--- config.mk ---
export PLATFORM = sky130hd
export DESIGN_NAME = pcap_replay_ipg_shaper
export DESIGN_NICKNAME = d
export VERILOG_FILES = /design/src/rtl/pcap_replay_pkg.sv /design/src/rtl/pcap_replay_ipg_shaper.sv
export SDC_FILE = /design/constraint.sdc
export NUM_CORES = 1
export LEC_CHECK = 0
export BUFFER_PORTS_ARGS = -buffer_cell sky130_fd_sc_hd__buf_4
export CAP_MARGIN = 20
export CORE_AREA = 2 2 367 369
export CTS_CLUSTER_SIZE = 24
export DETAILED_ROUTE_END_ITERATION = 7
export DIE_AREA = 0 0 369 371
export SLEW_MARGIN = 40
export SYNTH_ARGS = -nofsm -noshare
export SYNTH_HDL_FRONTEND = slang
export SYNTH_SLANG_ARGS = --single-unit
--- constraint.sdc ---
create_clock -name axis_aclk -period 10 [get_ports axis_aclk]
set_input_delay 3 -clock axis_aclk [delete_from_list [all_inputs] [get_ports axis_aclk]]
set_output_delay 3 -clock axis_aclk [all_outputs]
set_load 0.02 [all_outputs]
--- src/rtl/pcap_replay_pkg.sv ---
// Shared types and helpers for the pcap replay output path.
// tuser layout is documented here so every stage agrees on field positions.
package pcap_replay_pkg;

    typedef enum logic [1:0] {
        ST_IDLE = 2'd0,
        ST_PASS = 2'd1,
        ST_GAP  = 2'd2
    } state_t;

    localparam int TUSER_LEN_LSB = 0;
    localparam int TUSER_LEN_MSB = 15;
    localparam int TUSER_SRC_LSB = 16;
    localparam int TUSER_SRC_MSB = 23;
    localparam int TUSER_DST_LSB = 24;
    localparam int TUSER_DST_MSB = 31;

    // Widest tkeep any instance may use; narrower buses are zero-extended.
    localparam int TKEEP_MAX_W = 128;
    localparam int POPCNT_W    = $clog2(TKEEP_MAX_W + 1);

    function automatic logic [POPCNT_W-1:0] popcount(input logic [TKEEP_MAX_W-1:0] v);
        logic [POPCNT_W-1:0] c;
        c = '0;
        for (int i = 0; i < TKEEP_MAX_W; i++) begin
            c = c + {{(POPCNT_W-1){1'b0}}, v[i]};
        end
        return c;
    endfunction

endpackage

--- src/rtl/pcap_replay_ipg_shaper.sv ---
// Enforces a minimum idle gap between replayed packets and counts traffic.
// Zero latency; tready passes straight through, both directions closed while gapping or disabled.
module pcap_replay_ipg_shaper
    import pcap_replay_pkg::*;
#(
    parameter int C_AXIS_DATA_WIDTH  = 256,
    parameter int C_AXIS_TUSER_WIDTH = 128,
    parameter int IPG_WIDTH          = 32,
    parameter int PKT_CNT_WIDTH      = 32,
    parameter int BYTE_CNT_WIDTH     = 48
) (
    input  logic                              axis_aclk,
    input  logic                              axis_areset,
    input  logic                              sw_rst,
    input  logic                              en,
    input  logic [IPG_WIDTH-1:0]              ipg_cycles,

    input  logic [C_AXIS_DATA_WIDTH-1:0]      s_axis_tdata,
    input  logic [C_AXIS_DATA_WIDTH/8-1:0]    s_axis_tkeep,
    input  logic [C_AXIS_TUSER_WIDTH-1:0]     s_axis_tuser,
    input  logic                              s_axis_tvalid,
    input  logic                              s_axis_tlast,
    output logic                              s_axis_tready,

    output logic [C_AXIS_DATA_WIDTH-1:0]      m_axis_tdata,
    output logic [C_AXIS_DATA_WIDTH/8-1:0]    m_axis_tkeep,
    output logic [C_AXIS_TUSER_WIDTH-1:0]     m_axis_tuser,
    output logic                              m_axis_tvalid,
    output logic                              m_axis_tlast,
    input  logic                              m_axis_tready,

    output logic [PKT_CNT_WIDTH-1:0]          pkt_count,
    output logic [BYTE_CNT_WIDTH-1:0]         byte_count,
    output logic                              busy
);

    localparam int KEEP_W = C_AXIS_DATA_WIDTH / 8;
    localparam logic [IPG_WIDTH-1:0]     GAP_ONE = IPG_WIDTH'(1);
    localparam logic [PKT_CNT_WIDTH-1:0] PKT_ONE = PKT_CNT_WIDTH'(1);

    state_t                   state;
    state_t                   state_nxt;
    logic [IPG_WIDTH-1:0]     gap_cnt;
    logic [IPG_WIDTH-1:0]     gap_cnt_nxt;
    logic                     skip_gap;
    logic                     skip_gap_nxt;

    logic                     gate_open;
    logic                     hs;
    logic                     eop_hs;
    logic [TKEEP_MAX_W-1:0]   keep_ext;
    logic [POPCNT_W-1:0]      beat_bytes;
    logic [BYTE_CNT_WIDTH:0]  byte_sum;

    // Gate depends only on state, enable and reset so tvalid never waits on tready.
    always_comb begin
        gate_open = 1'b0;
        if (!axis_areset) begin
            case (state)
                ST_IDLE: gate_open = en;
                ST_PASS: gate_open = 1'b1;
                default: gate_open = 1'b0;
            endcase
        end
    end

    assign m_axis_tdata  = s_axis_tdata;
    assign m_axis_tkeep  = s_axis_tkeep;
    assign m_axis_tuser  = s_axis_tuser;
    assign m_axis_tlast  = s_axis_tlast;
    assign m_axis_tvalid = s_axis_tvalid & gate_open;
    assign s_axis_tready = m_axis_tready & gate_open;

    assign hs     = s_axis_tvalid & m_axis_tready & gate_open;
    assign eop_hs = hs & s_axis_tlast;
    assign busy   = (state != ST_IDLE);

    always_ff @(posedge axis_aclk or posedge axis_areset) begin
        if (axis_areset) begin
            state    <= ST_IDLE;
            gap_cnt  <= '0;
            skip_gap <= 1'b0;
        end else begin
            state    <= state_nxt;
            gap_cnt  <= gap_cnt_nxt;
            skip_gap <= skip_gap_nxt;
        end
    end

    always_comb begin
        state_nxt    = state;
        gap_cnt_nxt  = gap_cnt;
        skip_gap_nxt = skip_gap;

        case (state)
            ST_IDLE: begin
                if (hs && !s_axis_tlast) begin
                    state_nxt = ST_PASS;
                end
            end
            ST_PASS: begin
                // A soft reset mid-packet lets the packet finish but drops its trailing gap.
                if (sw_rst) begin
                    skip_gap_nxt = 1'b1;
                end
            end
            ST_GAP: begin
                gap_cnt_nxt = gap_cnt - GAP_ONE;
                if (sw_rst || gap_cnt <= GAP_ONE) begin
                    state_nxt   = ST_IDLE;
                    gap_cnt_nxt = '0;
                end
            end
            default: begin
                state_nxt   = ST_IDLE;
                gap_cnt_nxt = '0;
            end
        endcase

        // The gap length is latched at the tlast handshake; later edits wait for the next packet.
        if (eop_hs) begin
            skip_gap_nxt = 1'b0;
            if (sw_rst || skip_gap || ipg_cycles == '0) begin
                state_nxt   = ST_IDLE;
                gap_cnt_nxt = '0;
            end else begin
                state_nxt   = ST_GAP;
                gap_cnt_nxt = ipg_cycles;
            end
        end
    end

    always_comb begin
        keep_ext             = '0;
        keep_ext[KEEP_W-1:0] = s_axis_tkeep;
    end

    assign beat_bytes = popcount(keep_ext);
    assign byte_sum   = {1'b0, byte_count} + (BYTE_CNT_WIDTH+1)'(beat_bytes);

    always_ff @(posedge axis_aclk or posedge axis_areset) begin
        if (axis_areset) begin
            pkt_count  <= '0;
            byte_count <= '0;
        end else if (sw_rst) begin
            pkt_count  <= '0;
            byte_count <= '0;
        end else if (hs) begin
            byte_count <= byte_sum[BYTE_CNT_WIDTH] ? '1 : byte_sum[BYTE_CNT_WIDTH-1:0];
            if (s_axis_tlast && !(&pkt_count)) begin
                pkt_count <= pkt_count + PKT_ONE;
            end
        end
    end

endmodule

# ---- Word level (Yosys, flattened, before mapping)
# Cells that the tools add are included.
dict set report op_classes {
  n_addsub 34
  bitwise_logic 5
  eq_ne 6
  n_reduce_logical 19
  muxes 20
  order_cmp 1
}
# cell n
set ops {}
lappend ops {{$add 8x1->8} 24}
lappend ops {{$mux 32} 6}
lappend ops {{$mux 48} 3}
lappend ops {{$pmux 32 s2} 1}
lappend ops {{$add 48x8->49} 1}
lappend ops {{$add 32x1->32 const B} 1}
lappend ops {{$le 32x1->1 const B} 1}
lappend ops {{$logic_not 32->1} 1}
lappend ops {{$reduce_and 32->1} 1}
lappend ops {{$sub 32x1->32 const B} 1}
lappend ops {{$reduce_bool 2->1} 5}
lappend ops {{$add 7x1->8} 1}
lappend ops {{$mux 2} 4}
lappend ops {{$add 6x1->7} 1}
lappend ops {{$add 5x1->6} 1}
lappend ops {{$ne 3x3->1 const B} 2}
lappend ops {{$pmux 2 s3} 1}
lappend ops {{$add 4x1->5} 1}
lappend ops {{$and 1x1->1} 5}
lappend ops {{$add 3x1->4} 1}
lappend ops {{$mux 1} 4}
lappend ops {{$reduce_and 2->1} 2}
lappend ops {{$add 2x1->3} 1}
lappend ops {{$logic_or 1x1->1} 3}
lappend ops {{11 further kinds} 13}
dict set report totals {
  word_cells 90
  out_inout_bits 500
  register_bits 115
}

# ---- Longest topological paths before layout
dict set report logic_depth {
  depth_word 35
  mapped_depth 19
  ltp_nobuf 17
}

# ---- Worst setup path before layout
# Ideal clock, no wire load.
dict set report synth_timing {
  kind {input -> register}
  start {input s_axis_tkeep[0]}
  end {register byte_count[13]}
  cell_stages 18
  slack_ns 1.790
  required_time_ns 9.935
  path_buffers 2
  arrival_ns 8.145
  setup_ns 0.065
  cell_sequence {fa_1 -> inv_1 -> fa_1 -> fa_1 -> fa_1 -> fa_1 -> fa_1 -> fa_1 -> inv_1 -> fa_1 -> a211oi_1 -> o211ai_1 -> o211ai_1 -> or3_1 -> clkbuf_1 -> clkbuf_1 -> a31oi_1 -> o21a_1}
}
dict set report synth_between {
  elab_chain_len 35
}
# item line
set synth_rtl {}
lappend synth_rtl {{start, declared} pcap_replay_ipg_shaper.sv:19} ;# input logic [C_AXIS_DATA_WIDTH/8-1:0] s_axis_tkeep,
lappend synth_rtl {{$add 1x1->2} pcap_replay_pkg.sv:26} ;# c = c + {{(POPCNT_W-1){1'b0}}, v[i]};
lappend synth_rtl {{$add 2x1->3} pcap_replay_pkg.sv:26}
lappend synth_rtl {{$add 3x1->4} pcap_replay_pkg.sv:26}
lappend synth_rtl {{$add 4x1->5} pcap_replay_pkg.sv:26}
lappend synth_rtl {{$add 5x1->6} pcap_replay_pkg.sv:26}
lappend synth_rtl {{$add 6x1->7} pcap_replay_pkg.sv:26}
lappend synth_rtl {{$add 7x1->8} pcap_replay_pkg.sv:26}
lappend synth_rtl {{$add 8x1->8 (24 in series)} pcap_replay_pkg.sv:26}
lappend synth_rtl {{$add 48x8->49} pcap_replay_ipg_shaper.sv:139} ;# assign byte_sum = {1'b0, byte_count} + (BYTE_CNT_WIDTH+1)'(beat_bytes);
lappend synth_rtl {{$mux 48} pcap_replay_ipg_shaper.sv:149} ;# byte_count <= byte_sum[BYTE_CNT_WIDTH] ? '1 : byte_sum[BYTE_CNT_WIDTH-1:0];
lappend synth_rtl {{$mux 48} pcap_replay_ipg_shaper.sv:148} ;# end else if (hs) begin
lappend synth_rtl {{$mux 48} pcap_replay_ipg_shaper.sv:145} ;# end else if (sw_rst) begin
lappend synth_rtl {{end signal, assigned} pcap_replay_ipg_shaper.sv:149}
lappend synth_rtl {{end, declared} pcap_replay_ipg_shaper.sv:33} ;# output logic [BYTE_CNT_WIDTH-1:0] byte_count,
# Every way passes these cells. The select of a mux whose other input is x is not followed.
# A chain may end at the register's enable or synchronous reset.

# ---- Worst setup path in the final report
dict set report layout_timing {
  start {input s_axis_tkeep[5]}
  end {register byte_count[9]}
}
dict set report layout_between {
  elab_chain_len 31
}
# item line
set layout_rtl {}
lappend layout_rtl {{$add 5x1->6} pcap_replay_pkg.sv:26}
lappend layout_rtl {{$add 6x1->7} pcap_replay_pkg.sv:26}
lappend layout_rtl {{$add 7x1->8} pcap_replay_pkg.sv:26}
lappend layout_rtl {{$add 8x1->8 (24 in series)} pcap_replay_pkg.sv:26}
lappend layout_rtl {{$add 48x8->49} pcap_replay_ipg_shaper.sv:139}
lappend layout_rtl {{$mux 48} pcap_replay_ipg_shaper.sv:149}
lappend layout_rtl {{$mux 48} pcap_replay_ipg_shaper.sv:148}
lappend layout_rtl {{$mux 48} pcap_replay_ipg_shaper.sv:145}
# Every way passes these cells. The select of a mux whose other input is x is not followed.

==> run metrics <==
ratio of final minimum period to clock period=84.5%; sequential share of power=26.7%; most frequent cells after synthesis=buf_4, dfrtp_1, nor2_1; post-synth top area share=29.6%; number of global-route vias before repair=8187; layout cells sized above 1=23.9%; startpoint types=input port; Area after DPL=0.0111 mm2; initial DRC count=546; Tmin final=8.45 ns; Die X=369 um; Reg area=0.00288 mm2; metal2 WL=21700 um; vias=8194; WL final=52300 um; VDD IR max=0.000125 V; DP HPWL=42400 um; Die H=371 um; PostCTS Resize Cnt=0; R2R depth=17; Post-synth EDFFs=0; Port Buffer Count=186; nets@finish=1517; Synth cell types=56; Max Used Layer=met5; initial antenna violation count=4; status=finished, final reports clean; sequential area share after synthesis=27.1%; max cap viols=0; first-pass GRT wire length=68900 um; Post-synth top flop=dfrtp_1; Std-Cell Rows=134; WHS Path Cells=2; Hold Violations, Final=0; Worst Tran Pin Value=0.718 ns; clk buf depth=2; routed wire length per instance=18.7 um; Filler Cell Count=15500; top-count cell post-synth=buf_4; IO Pins=955; Setup-failing EPs final=0; Num CTS Buffers=17; Die ar.=0.137 mm2; pwr dens=164 mW/mm2; switching part of the total power=38.6%; clock group share of total power=34.3%; Rel. slew slack=51.7%; P_leak=0.00434 uW; P_sw=742 uW; placed instance count=2766; total grt overflow=0; Crit path required time=10.36 ns; CTS sink cnt=115; Post-DRT Antenna Nets=0; Clk pin slew, worst setup/hold paths=0.08 ns; worst path arrival time=8.81 ns; Clock Skew=0.0265 ns; Mapped Area=0.0106 mm2; Post-CTS Hold Buffers=0; largest net degree at the start of global routing=68; area leader, netlist=buf_4; clock root buffer master=clkbuf_16; FFs w/ async S/R, synth=100%; M1 wire length=16600 um; Worst setup EP type=flop; setup_tns=0 ns; GRT Total Usage=7.39%; Initial Util=7.99%; Synth Instances=1253; Logic pwr share=39.0%; Multi-input gate area=0.00425 mm2; CTS tree=built; Int Pwr=1180 uW; total length of routed met3 wires=9750 um; RSZ-0062 raised after global routing=false; core area=0.133 mm2; H-tree depth=4; Post-CTS Repair Setup Buffers=0; Via density=2.93; DRT Pass-1 Iters=5; Syn Area/Cell=8.46 um2; ranking of synthesized cells by area=buf_4, dfrtp_1, fa_1; finished layout cell area=0.0117 mm2; crit path max fanout=24; Remaining DRCs=0; worst skew pair latency=0.50 ns; Slew Limit Fails=0; global placement routability congestion=0.779; Fmax=0.118 GHz; Non-Filler Instances=2800; yosys warns=0; Area Growth Syn to Fin=10.3%; #FFs+latches synth=115; type of the worst min-delay path=flop to flop; syn_nets=1752; WS Path Type=input port to flop
==> per-layer routing <==
layer | vias to the layer above | track usage (%)
li1 | 3445 | -
met1 | 3871 | 6.54
met2 | 651 | 10.2
met3 | 221 | 6.85
met4 | 6 | 5.75
met5 | - | 1.36
==> worst paths after layout <==
| check | from | endpoint | slack (ns) |
|---|---|---|---|
| max in group asynchronous | axis_areset | byte_count[43]$_DFFE_PP0P_ | 6.34 |
| min | skip_gap$_DFFE_PP0P_ | skip_gap$_DFFE_PP0P_ | 0.52 |
| max reg2reg | byte_count[0]$_DFFE_PP0P_ | byte_count[9]$_DFFE_PP0P_ | 4.23 |
| min reg2reg | skip_gap$_DFFE_PP0P_ | skip_gap$_DFFE_PP0P_ | 0.52 |
| max | s_axis_tkeep[5] | byte_count[9]$_DFFE_PP0P_ | 1.55 |
| min in group asynchronous | axis_areset | pkt_count[0]$_DFFE_PP0P_ | 2.62 |
==> cell usage in the layout, fill, tap and decap left out, types with 17 or more instances in the layout <==
master,instances
nor2_1,88
and3_1,17
clkbuf_16,17
a21oi_1,38
xnor2_1,27
inv_1,55
nand4_1,28
nor4_1,22
ha_1,18
dfrtp_1,115
nor3_1,50
nand3_1,21
buf_4,200
o21ai_0,39
fa_1,26
nand2_1,53
==> per-stage QoR <==
stage | setup WS [ns] | power [uW] | utilization, % | hold WS (ns)
2_1_floorplan | 1.79 | 1270 | - | 0.463
6_report | 1.55 | 1920 | 8.81 | 0.521
3_5_place_dp | 1.04 | 1280 | 8.34 | 0.507
3_3_place_gp | 1.13 | 1270 | 8.32 | 0.498
5_1_grt | 1.35 | 2050 | 8.81 | 0.554
4_1_cts | 1.56 | 1970 | 8.79 | 0.528
==> worst max-delay path, cell delays in order <==
cell and delay [ns]:
buf_4 0.09, inv_1 0.05, fa_1 0.59, fa_1 0.46, fa_1 0.55, fa_1 0.45, fa_1 0.50, fa_1 0.51
fa_1 0.18, inv_1 0.06, fa_1 0.43, a211oi_1 0.44, o211ai_1 0.16, o211ai_1 0.11, buf_4 0.24, or3_1 0.33
buf_4 0.34, a41oi_1 0.16, o21a_1 0.14
==> sequential cells by signal (all words and copies together), names as in the netlist <==
signal / cells
byte_count: 48
gap_cnt: 32
pkt_count: 32
skip_gap: 1
state: 2
==> final cells by class <==
| type | instances | area share (%) |
|---|---|---|
| Multi-Input combinational cell | 626 | 36.3 |
| Sequential cell | 115 | 24.6 |
| Clock inverter | 9 | 1.11 |
| Antenna cell | 2 | 0.0428 |
| Tap cell | 1768 | 18.9 |
| Inverter | 56 | 1.84 |
| Clock buffer | 22 | 3.97 |
| Timing Repair Buffer | 202 | 13.2 |
==> power by group through the flow <==
stage | combinational, uW | clock, uW | sequential (uW)
4_1_cts | 763 | 690 | 514
6_report | 750 | 661 | 513
2_1_floorplan | 752 | 0 | 515
5_1_grt | 833 | 701 | 517
3_5_place_dp | 759 | 0 | 522
3_3_place_gp | 753 | 0 | 521
==> kinds of logic after synthesis <==
family / count (synthesis) / synth area share (%)
XOR/XNOR: 40 / 3.30
adder cells (fa/ha/maj): 44 / 7.03
AND/OR/NAND/NOR: 346 / 16.8
buffers and inverters: 512 / 33.1
AO/OA/AOI/OAI: 193 / 12.4
multiplexers: 3 / 0.283
flip-flops: 115 / 27.1
No activity file was read; power rests on OpenSTA's default activity.
